## config.mk

```make
export PLATFORM = sky130hd
export DESIGN_NAME = lsu_bus_ctrl
export DESIGN_NICKNAME = d
export VERILOG_FILES = /design/src/rtl/lsu_bus_ctrl.sv
export SDC_FILE = /design/constraint.sdc
export NUM_CORES = 1
export LEC_CHECK = 0
export ABC_AREA = 1
export CORE_UTILIZATION = 44
export DETAILED_ROUTE_END_ITERATION = 8
export GPL_ROUTABILITY_DRIVEN = 0
export PLACE_DENSITY = 0.84
export SYNTH_ARGS = -nofsm -noshare
export SYNTH_HDL_FRONTEND = slang
export SYNTH_SLANG_ARGS = --single-unit
```

## constraint.sdc

```tcl
create_clock -name clk_i -period 2.55 [get_ports clk_i]
set_clock_uncertainty 0.1 [all_clocks]
set_input_delay 0.51 -clock clk_i [delete_from_list [all_inputs] [get_ports clk_i]]
set_output_delay 0.51 -clock clk_i [all_outputs]
set_load 0.02 [all_outputs]
```

## src/rtl/lsu_bus_ctrl.sv

```systemverilog
// Load/store engine: one handshaked bus access per request, lane-aligned with byte enables, timeout and precise exceptions.
// Result strobe 1 cycle after ack (2-cycle min load-to-use); accepts only in IDLE/RESP, so back-to-back rate is one access per 2 cycles.
module lsu_bus_ctrl #(
  parameter int DATA_WIDTH = 32,
  parameter int ADDR_WIDTH = 32,
  parameter int TIMEOUT    = 255
) (
  input  logic                    clk_i,
  input  logic                    rst_i,
  input  logic                    req_valid_i,
  output logic                    req_ready_o,
  input  logic [3:0]              op_i,
  input  logic [ADDR_WIDTH-1:0]   base_i,
  input  logic [ADDR_WIDTH-1:0]   offset_i,
  input  logic [DATA_WIDTH-1:0]   store_data_i,
  input  logic [4:0]              rd_i,
  input  logic                    flush_i,
  output logic                    bus_req_o,
  output logic                    bus_we_o,
  output logic [ADDR_WIDTH-1:0]   bus_addr_o,
  output logic [DATA_WIDTH/8-1:0] bus_be_o,
  output logic [DATA_WIDTH-1:0]   bus_wdata_o,
  input  logic                    bus_ack_i,
  input  logic                    bus_err_i,
  input  logic [DATA_WIDTH-1:0]   bus_rdata_i,
  output logic                    wb_valid_o,
  output logic [4:0]              wb_rd_o,
  output logic [DATA_WIDTH-1:0]   wb_data_o,
  output logic                    exc_valid_o,
  output logic [1:0]              exc_cause_o,
  output logic [ADDR_WIDTH-1:0]   exc_addr_o
);

  localparam int LANES = DATA_WIDTH / 8;
  localparam int LB    = $clog2(LANES);
  localparam int CW    = (TIMEOUT > 1) ? $clog2(TIMEOUT) : 1;

  localparam logic [3:0] OP_NOP = 4'd0;
  localparam logic [3:0] OP_LB  = 4'd1;
  localparam logic [3:0] OP_LH  = 4'd2;
  localparam logic [3:0] OP_LW  = 4'd3;
  localparam logic [3:0] OP_LBU = 4'd4;
  localparam logic [3:0] OP_LHU = 4'd5;
  localparam logic [3:0] OP_SB  = 4'd6;
  localparam logic [3:0] OP_SH  = 4'd7;
  localparam logic [3:0] OP_SW  = 4'd8;

  typedef enum logic [1:0] {S_IDLE, S_BUS, S_RESP} state_t;

  state_t                  state_q;
  logic [ADDR_WIDTH-1:0]   ea_q;
  logic [3:0]              op_q;
  logic [4:0]              rd_q;
  logic                    load_q;
  logic                    kill_q;
  logic [CW-1:0]           wait_q;
  logic                    bus_req_q;
  logic                    bus_we_q;
  logic [ADDR_WIDTH-1:0]   bus_addr_q;
  logic [LANES-1:0]        bus_be_q;
  logic [DATA_WIDTH-1:0]   bus_wdata_q;
  logic                    wb_valid_q;
  logic [4:0]              wb_rd_q;
  logic [DATA_WIDTH-1:0]   wb_data_q;
  logic                    exc_valid_q;
  logic [1:0]              exc_cause_q;
  logic [ADDR_WIDTH-1:0]   exc_addr_q;

  logic [ADDR_WIDTH-1:0]   ea;
  logic [LB-1:0]           lane_new;
  logic                    is_load;
  logic                    is_store;
  logic [1:0]              size;
  logic                    misaligned;
  logic [LANES-1:0]        be_new;
  logic [DATA_WIDTH-1:0]   wdata_new;
  logic [DATA_WIDTH-1:0]   rd_shift;
  logic [DATA_WIDTH-1:0]   load_data;
  logic                    accept;
  logic                    timeout_hit;
  logic                    kill_now;

  assign req_ready_o = ((state_q == S_IDLE) || (state_q == S_RESP)) && !rst_i;
  assign accept      = req_valid_i && req_ready_o && !flush_i;
  assign timeout_hit = (TIMEOUT != 0) && (wait_q == CW'(TIMEOUT - 1));
  assign kill_now    = kill_q || flush_i;

  always_comb begin
    ea       = base_i + offset_i;
    lane_new = ea[LB-1:0];
    is_load  = 1'b0;
    is_store = 1'b0;
    size     = 2'd0;
    case (op_i)
      OP_LB, OP_LBU: begin is_load  = 1'b1; size = 2'd0; end
      OP_LH, OP_LHU: begin is_load  = 1'b1; size = 2'd1; end
      OP_LW:         begin is_load  = 1'b1; size = 2'd2; end
      OP_SB:         begin is_store = 1'b1; size = 2'd0; end
      OP_SH:         begin is_store = 1'b1; size = 2'd1; end
      OP_SW:         begin is_store = 1'b1; size = 2'd2; end
      default:       ;
    endcase
    misaligned = ((size == 2'd1) && ea[0]) || ((size == 2'd2) && (ea[1:0] != 2'b00));
    case (size)
      2'd0: begin
        be_new    = LANES'(1) << lane_new;
        wdata_new = {LANES{store_data_i[7:0]}};
      end
      2'd1: begin
        be_new    = LANES'(3) << lane_new;
        wdata_new = {(LANES/2){store_data_i[15:0]}};
      end
      default: begin
        be_new    = LANES'(15) << lane_new;
        wdata_new = {(LANES/4){store_data_i[31:0]}};
      end
    endcase
  end

  // Selected lane is shifted down to bit 0, then extended per the latched op.
  always_comb begin
    rd_shift = bus_rdata_i >> {ea_q[LB-1:0], 3'b000};
    case (op_q)
      OP_LB:   load_data = DATA_WIDTH'($signed(rd_shift[7:0]));
      OP_LBU:  load_data = DATA_WIDTH'(rd_shift[7:0]);
      OP_LH:   load_data = DATA_WIDTH'($signed(rd_shift[15:0]));
      OP_LHU:  load_data = DATA_WIDTH'(rd_shift[15:0]);
      default: load_data = DATA_WIDTH'($signed(rd_shift[31:0]));
    endcase
  end

  always_ff @(posedge clk_i) begin
    if (rst_i) begin
      state_q     <= S_IDLE;
      ea_q        <= '0;
      op_q        <= OP_NOP;
      rd_q        <= '0;
      load_q      <= 1'b0;
      kill_q      <= 1'b0;
      wait_q      <= '0;
      bus_req_q   <= 1'b0;
      bus_we_q    <= 1'b0;
      bus_addr_q  <= '0;
      bus_be_q    <= '0;
      bus_wdata_q <= '0;
      wb_valid_q  <= 1'b0;
      wb_rd_q     <= '0;
      wb_data_q   <= '0;
      exc_valid_q <= 1'b0;
      exc_cause_q <= '0;
      exc_addr_q  <= '0;
    end else begin
      wb_valid_q  <= 1'b0;
      wb_rd_q     <= '0;
      wb_data_q   <= '0;
      exc_valid_q <= 1'b0;
      exc_cause_q <= '0;
      exc_addr_q  <= '0;
      case (state_q)
        S_IDLE, S_RESP: begin
          state_q <= S_IDLE;
          if (accept) begin
            ea_q   <= ea;
            op_q   <= op_i;
            rd_q   <= rd_i;
            load_q <= is_load;
            kill_q <= 1'b0;
            wait_q <= '0;
            if ((is_load || is_store) && misaligned) begin
              state_q     <= S_RESP;
              exc_valid_q <= 1'b1;
              exc_cause_q <= is_store ? 2'd1 : 2'd0;
              exc_addr_q  <= ea;
            end else if (is_load || is_store) begin
              state_q     <= S_BUS;
              bus_req_q   <= 1'b1;
              bus_we_q    <= is_store;
              bus_addr_q  <= {ea[ADDR_WIDTH-1:LB], {LB{1'b0}}};
              bus_be_q    <= be_new;
              bus_wdata_q <= wdata_new;
            end
          end
        end
        S_BUS: begin
          // A flush never aborts the bus cycle; it only silences the response.
          if (flush_i) kill_q <= 1'b1;
          if (bus_err_i || bus_ack_i || timeout_hit) begin
            state_q     <= S_RESP;
            bus_req_q   <= 1'b0;
            bus_we_q    <= 1'b0;
            bus_addr_q  <= '0;
            bus_be_q    <= '0;
            bus_wdata_q <= '0;
            if (!kill_now) begin
              if (bus_err_i) begin
                exc_valid_q <= 1'b1;
                exc_cause_q <= 2'd2;
                exc_addr_q  <= ea_q;
              end else if (bus_ack_i) begin
                if (load_q) begin
                  wb_valid_q <= 1'b1;
                  wb_rd_q    <= rd_q;
                  wb_data_q  <= load_data;
                end
              end else begin
                exc_valid_q <= 1'b1;
                exc_cause_q <= 2'd3;
                exc_addr_q  <= ea_q;
              end
            end
          end else begin
            wait_q <= wait_q + 1'b1;
          end
        end
        default: state_q <= S_IDLE;
      endcase
    end
  end

  assign bus_req_o   = bus_req_q;
  assign bus_we_o    = bus_we_q;
  assign bus_addr_o  = bus_addr_q;
  assign bus_be_o    = bus_be_q;
  assign bus_wdata_o = bus_wdata_q;

  // A flush arriving in the RESP cycle still squashes the registered strobe.
  assign wb_valid_o  = wb_valid_q && !flush_i;
  assign wb_rd_o     = wb_valid_o ? wb_rd_q : '0;
  assign wb_data_o   = wb_valid_o ? wb_data_q : '0;
  assign exc_valid_o = exc_valid_q && !flush_i;
  assign exc_cause_o = exc_valid_o ? exc_cause_q : '0;
  assign exc_addr_o  = exc_valid_o ? exc_addr_q : '0;

endmodule

```

==> results of run 1 <==
## timing repair
action,CTS,global route
resized for setup,108,93
endpoints found under the setup margin,142,105
cloned,7,2
buffers inserted,13,1
pin swaps,7,6
## metrics by stage
| stage | utilization | power, W | setup slack (ps) |
|---|---|---|---|
| finish | 0.648 | 0.00739 | 59.5 |
| detailed placement | 0.615 | 0.00480 | -587 |
| global placement | 0.615 | 0.00476 | -490 |
| global route | 0.648 | 0.00771 | -20.8 |
| CTS | 0.650 | 0.00738 | -0.446 |
| floorplan | - | 0.00409 | 32.7 |
## cell families (layout without fill, tap and decap cells)
| logic type | count (synthesis) | count (layout) |
|---|---|---|
| AND/OR/NAND/NOR | 774 | 774 |
| adder cells (fa/ha/maj) | 34 | 34 |
| flip-flops | 194 | 194 |
| multiplexers | 1 | 1 |
| other | 1 | 2 |
| XOR/XNOR | 16 | 16 |
| AO/OA/AOI/OAI | 266 | 266 |
| buffers and inverters | 319 | 676 |
## report_power, final
group | internal, W | switching [W] | leakage (nW)
logic | 0.000755 | 0.000925 | 4.68
registers | 0.00311 | 0.0000509 | 1.57
clock network | 0.00136 | 0.00119 | 0.267
## registers in the layout, summed over array words and instances, names as in the netlist, 5 cells and up
| register | flops |
|---|---|
| bus_wdata_o | 32 |
| ea_q | 32 |
| exc_addr_q | 32 |
| wb_data_q | 32 |
| bus_addr_o | 30 |
| wait_q | 8 |
| rd_q | 5 |
| wb_rd_q | 5 |
## cell usage in the layout, fill, tap and decap left out, types with 35 or more instances in the layout
cell             count
a21oi_1            147
buf_4               92
clkbuf_2            35
clkdlybuf4s50_1    206
dfxtp_1            194
inv_1              244
nand2_1            476
nand3_1             87
nor2_1             155
o21ai_0             40
## layout make-up
class / instances / share of cell area
Multi-Input combinational cell: 1093 / 0.360
Clock inverter: 11 / 0.00699
Inverter: 251 / 0.0634
Clock buffer: 21 / 0.0296
Tap cell: 313 / 0.0264
Timing Repair Buffer: 393 / 0.253
Sequential cell: 194 / 0.261
## worst paths after layout
check                               from                     endpoint  depth (start not counted)
setup / recovery               base_i[0]   bus_addr_o[3]$_SDFFE_PP0P_                         14
hold reg to reg     rd_q[3]$_SDFFE_PP0P_        wb_rd_q[3]$_SDFF_PP0_                          2
hold / removal                     rst_i       exc_valid_q$_SDFF_PP0_                          3
setup reg to reg  wait_q[0]$_SDFFE_PP0P_  bus_addr_o[20]$_SDFFE_PP0P_                          9
## routing by layer
layer / share of wire / vias up / wire length [um] / GRT usage
met3: 0.083 / 82 / 2870 / 0.0558
met4: 0.037 / 0 / 1280 / 0.131
met1: 0.40 / 5216 / 13800 / 0.336
li1: - / 5720 / - / -
met2: 0.48 / 535 / 16600 / 0.472
met5: 0 / - / 0 / 0
## worst reg2reg max path, delay by kind of cell, from the launching register on
| family | cells | cell delay (ps) |
|---|---|---|
| DFF | 1 | 360 |
| adders and majority gates | 1 | 230 |
| buffers and inverters | 3 | 490 |
| AOI/OAI and AO/OA | 2 | 360 |
| and+or+nand+nor | 3 | 520 |
==> results.md, run 1 <==
- Final Critical Period: 2490 ps
- Die width: between 150 and 200 um
- Asr flop ratio synth: 0
- Area share of the largest cell type after synthesis: 0.373
- Total grt overflow: 0
- Peak fanout along the critical path: 19
- CTS Hold Bufs: 0
- Nets: roughly 2100
- H-Tree Depth: 4
- Residual DRC: 0
- Arr. time, crit path: about 2700 ps
- Top-count cell post-synth: nand2_1
- VDD IR-drop max: 0.457 mV
- Initial Utilization: 0.455
- Initial antenna violation count: 0
- Main combinational cell family by area after synthesis: simple AND/OR/NAND/NOR gates
- Clk_lat worst skew: roughly 430 ps
- Critical Path Max Stage Delay: slightly above 600 ps
- Non-Filler Instances: 2276
- Final period util: 0.977
- Die area: roughly 24000 um2
- Final hold violations: 0
- Row cnt: 55
- Complex-gate fraction of the synthesized area: 0.146
- PwrDens: slightly below 500 nW/um2
- Slew of the pin with the lowest slew margin: between 500 and 600 ps
- Die Y: between 150 and 200 um
- Post-synth top area cell: dfxtp_1
- EDFF count, synth: 0
- Post-Synth Simple-Gate Area: 0.302
- Xor-xnor portion of the synthesized cell area: 0.0134
- P&R area growth vs syn: 42.5%
- DRT iter0 DRCs: between 800 and 900
- Count of cell types in the netlist: 45
- Area share of fa/ha/maj cells after synthesis: 0.0415
- Area after DPL: between 10000 and 15000 um2
- Post-synthesis cell count: about 1600
- CP delay by family, top: buffers and inverters
- Clock Path Buffers: 2
- Bufs and invs on worst path: 6
- Via count: between 10000 and 15000
- Synth warn: 0
- WL final: 34.6 mm
- Diode count: 0
- Element type at the critical path end: register
- Largest net degree at the start of global routing: 110
- Largest cells by area after synthesis: dfxtp_1 37%, nand2_1 17%, inv_1 8.9%
- Final instance area: about 15000 um2
- Worst Setup Path Type: primary input to register
- Fmax: 0.402 GHz
- WP data required: 2740 ps
- Worst slew margin: 0.607
- Post-synthesis sequential area ratio: 0.373
- Fraction of layout cells with a size suffix above 1: 0.114
- Gr usage total: 0.278
- Multi-input gate area: 5350 um2
- Syn_area_per_cell: about 6.5 um2
- CTS root buffer: clkbuf_16
- CP max-delay cell: fa_2
- Setup_tns: 0 ps
- Port buffer count: roughly 280
- Final setup viols: 0
- Hold Slack: between 200 and 300 ps
- Mux contribution to synthesized area: 0.000960
- Max cap viols: 0
- #FFs+latches synth: roughly 190
- Status: completed
- Routed WL per cell: about 15 um
- Num ports: 287
- Post-Syn Area: ~10000 um2
- Total core area: 22900 um2
- Crit-path cells: buf_4, ha_4, inv_2, fa_2, inv_2, o21ai_4, nand2_2, buf_6, o21ai_4, nand3_4, buf_12, buf_4, nand2_1, a21oi_1
- Reg clk slew, reported paths: around 70 ps
- First-pass GRT wire length: roughly 54 mm
- TritonCTS Buffers: 17
- Clk sinks: just under 200
- Startpoint Class: primary input
- Leakage: roughly 6.5 nW
- Inst Count DP: 2222
- RSZ-0062 raised after global routing: true
- Routed vias/inst: a little over 5
- Most frequent cells after synthesis: 479 x nand2_1, 247 x inv_1, 194 x dfxtp_1, 158 x nor2_1, 147 x a21oi_1
- Post-DP HPWL: approximately 24 mm
- Fillers: around 2000
- Reg area: just under 4000 um2
- Number of global-route vias before repair: 10946
- CTS tree: built
- R2R Setup Slk: approximately 430 ps
- Synth Flop Type: dfxtp_1
- Slew Viols, Final: 0
- Final ANT Viol Nets: 0
- Worst Hold Class: primary input to register
- Drt first pass iters: 6
(Power assumes the default switching activity.)
==> run 2, diff against run 1 <==
CORE_UTILIZATION = 45   (was 44)
CTS_BUF_LIST = sky130_fd_sc_hd__clkbuf_4 sky130_fd_sc_hd__clkbuf_8   (was not set)
PLACE_DENSITY = 0.86   (was 0.84)
==> run 2 against run 1 <==
Net effect: critical path depth fell by 3; sequential power barely moved; via count fell by 0.24%; total power fell by 6.4%; critical path type unchanged; largest cell class unchanged.
==> results.md, run 2 (synthesis results as in run 1) <==
- Status: completed
- Post-DP HPWL: 24.6 mm (+0.91%)
- Largest net degree at the start of global routing: 81 (-26%)
- Fraction of layout cells with a size suffix above 1: 0.0921 (-0.0220)
- R2R Setup Slk: 410 ps (-20 ps)
- Sw frac: 0.302 (+0.00949)
- Via count: 11525 (-0.24%)
- Total core area: 22700 um2 (-0.90%)
- Initial antenna violation count: 0 (unchanged)
- First-pass GRT wire length: 51.9 mm (-3.4%)
- Inst Count DP: 2198 (-1.1%)
- Routed WL per cell: 14.6 um (-3.6%)
- Residual DRC: 0 (unchanged)
- Arr. time, crit path: 2810 ps (+130 ps)
- Final ANT Viol Nets: 0 (unchanged)
- CTS tree: built
- CP Launch Point: offset_i[1]
- Worst slew margin: 0.404 (-0.202)
- Final hold violations: 0 (unchanged)
- TritonCTS Buffers: 17 (unchanged)
- Peak fanout along the critical path: 8 (-11)
- WL final: 32.8 mm (-5.2%)
- DRT iter0 DRCs: 867 (-1.4%)
- Clock Path Buffers: 2 (unchanged)
- Worst Setup Path Type: primary input to register
- Final Critical Period: 2520 ps (+24.7 ps)
- Max cap viols: 0 (unchanged)
- Clk sinks: 194 (unchanged)
- P_sw: 0.00209 W (-3.4%)
- CTS Hold Bufs: 0 (unchanged)
- Drt first pass iters: 6 (unchanged)
- Fmax: 0.398 GHz (-0.98%)
- Seq pwr share: 0.458 (+0.030)
- Final Util: 0.643 (-0.00584)
- Row cnt: 55 (unchanged)
- Non-Filler Instances: 2239 (-1.6%)
- Element type at the critical path end: register
- Clock power share: 0.307 (-0.037)
- Reg2Reg Launch Point: ea_q[0]$_SDFFE_PP0P_
- Leakage: 6.50 nW (-0.23%)
- WP data required: 2840 ps (+100 ps)
- Critical path destination: bus_wdata_o[12]$_SDFFE_PP0P_
- Cells on worst reg2reg path: 8 (-1)
- Num ports: 287 (unchanged)
- Gr usage total: 0.270 (-0.00793)
- Port buffer count: 284 (unchanged)
- Total grt overflow: 0 (unchanged)
- Commonest non-fill, non-tap cell in the layout: nand2_1
- Final setup viols: 0 (unchanged)
- PwrDens: 474 nW/um2 (-4.7%)
- Int Pwr: 0.00483 W (-7.7%)
- Die area: 23800 um2 (-2.2%)
- P&R area growth vs syn: 40.0%
- Startpoint Class: primary input
- Fillers: 2035 (+1.9%)
- Routed vias/inst: 5.15 (+1.4%)
- Setup_tns: 0 ps (unchanged)
- Reg clk slew, reported paths: 90 ps (+20 ps)
- Comb pwr share: 0.234 (+0.007)
- Clk_lat worst skew: 470 ps (+40 ps)
- Most frequent cells in the layout: 479 x nand2_1, 245 x inv_1, 207 x clkdlybuf4s50_1
- R2r endpoint: wb_data_q[30]$_SDFF_PP0_
- H-Tree Depth: 4 (unchanged)
- Nets: 2118 (-0.42%)
- Slew of the pin with the lowest slew margin: 893 ps (+303 ps)
- Final period util: 0.986 (+0.00970)
- Initial Utilization: 0.459 (+0.00414)
- CTS root buffer: clkbuf_8
- VDD IR-drop max: 0.333 mV (-27%)
- Worst Hold Depth: 2 (-1)
- Die Y: 154 um (-1.1%)
- Diode count: 0 (unchanged)
- Worst Hold Class: register to register
- Die width: 154 um (-1.1%)
- Slew Viols, Final: 0 (unchanged)
- Number of global-route vias before repair: 10832 (-1.0%)
run 2: area by class of cell:
cell class	count	area, um2	area share
clock buffer	18	241	0.0165
inverter	251	942	0.0646
sequential	194	3880	0.266
timing repair buffer	384	3690	0.253
multi-input combinational	1093	5300	0.363
clock inverter	14	179	0.0123
tap	285	357	0.0244
run 2: how the worst min path moves through the flow:
stage                    startpoint               endpoint  slack [ps]
5_1_grt        rd_q[2]$_SDFFE_PP0P_  wb_rd_q[2]$_SDFF_PP0_         350
4_1_cts        rd_q[4]$_SDFFE_PP0P_  wb_rd_q[4]$_SDFF_PP0_         330
6_report       rd_q[4]$_SDFFE_PP0P_  wb_rd_q[4]$_SDFF_PP0_         330
3_5_place_dp   rd_q[4]$_SDFFE_PP0P_  wb_rd_q[4]$_SDFF_PP0_         320
2_1_floorplan  rd_q[0]$_SDFFE_PP0P_  wb_rd_q[0]$_SDFF_PP0_         310
3_3_place_gp   rd_q[1]$_SDFFE_PP0P_  wb_rd_q[1]$_SDFF_PP0_         320
run 2: through the flow:
step	hold slack, ps	setup WS (ps)	instance area [um2]	total power [W]
after floorplan	310	32.7	10400	0.00409
after global placement	316	-456	14100	0.00477
after detailed placement	318	-510	14100	0.00481
after CTS	328	1.43	14400	0.00690
after global routing	354	-19.7	14600	0.00723
final	332	34.8	14600	0.00691
run 2: critical path: stages:
cell             delay [ps]
clkdlybuf4s50_1         510
inv_1                    70
fa_2                    570
inv_2                    50
o21ai_2                 160
nand2_2                 110
nor3_4                  250
buf_6                   190
clkbuf_16               160
o211ai_1                 80
a21oi_1                 140
run 2: power groups by stage:
stage / registers, W / clock network (W) / logic, W
floorplan: 0.00325 / 0 / 0.000841
CTS: 0.00317 / 0.00215 / 0.00158
global placement: 0.00323 / 0 / 0.00154
finish: 0.00317 / 0.00213 / 0.00162
detailed placement: 0.00324 / 0 / 0.00157
global route: 0.00318 / 0.00228 / 0.00177
run 2: layer usage:
metal / wire (um) / share of wire / track usage
met5: 0 / 0 / 0
met2: 15100 / 0.46 / 0.451
met4: 1540 / 0.047 / 0.146
met3: 2550 / 0.078 / 0.0493
met1: 13600 / 0.41 / 0.330
run 2: timing repair:
action,in CTS,in global routing
setup buffers,0,4
pin swaps,0,11
setup endpoints to repair,75,89
gates cloned,0,5
endpoints found under the hold margin,0,0
gates resized for setup,79,27
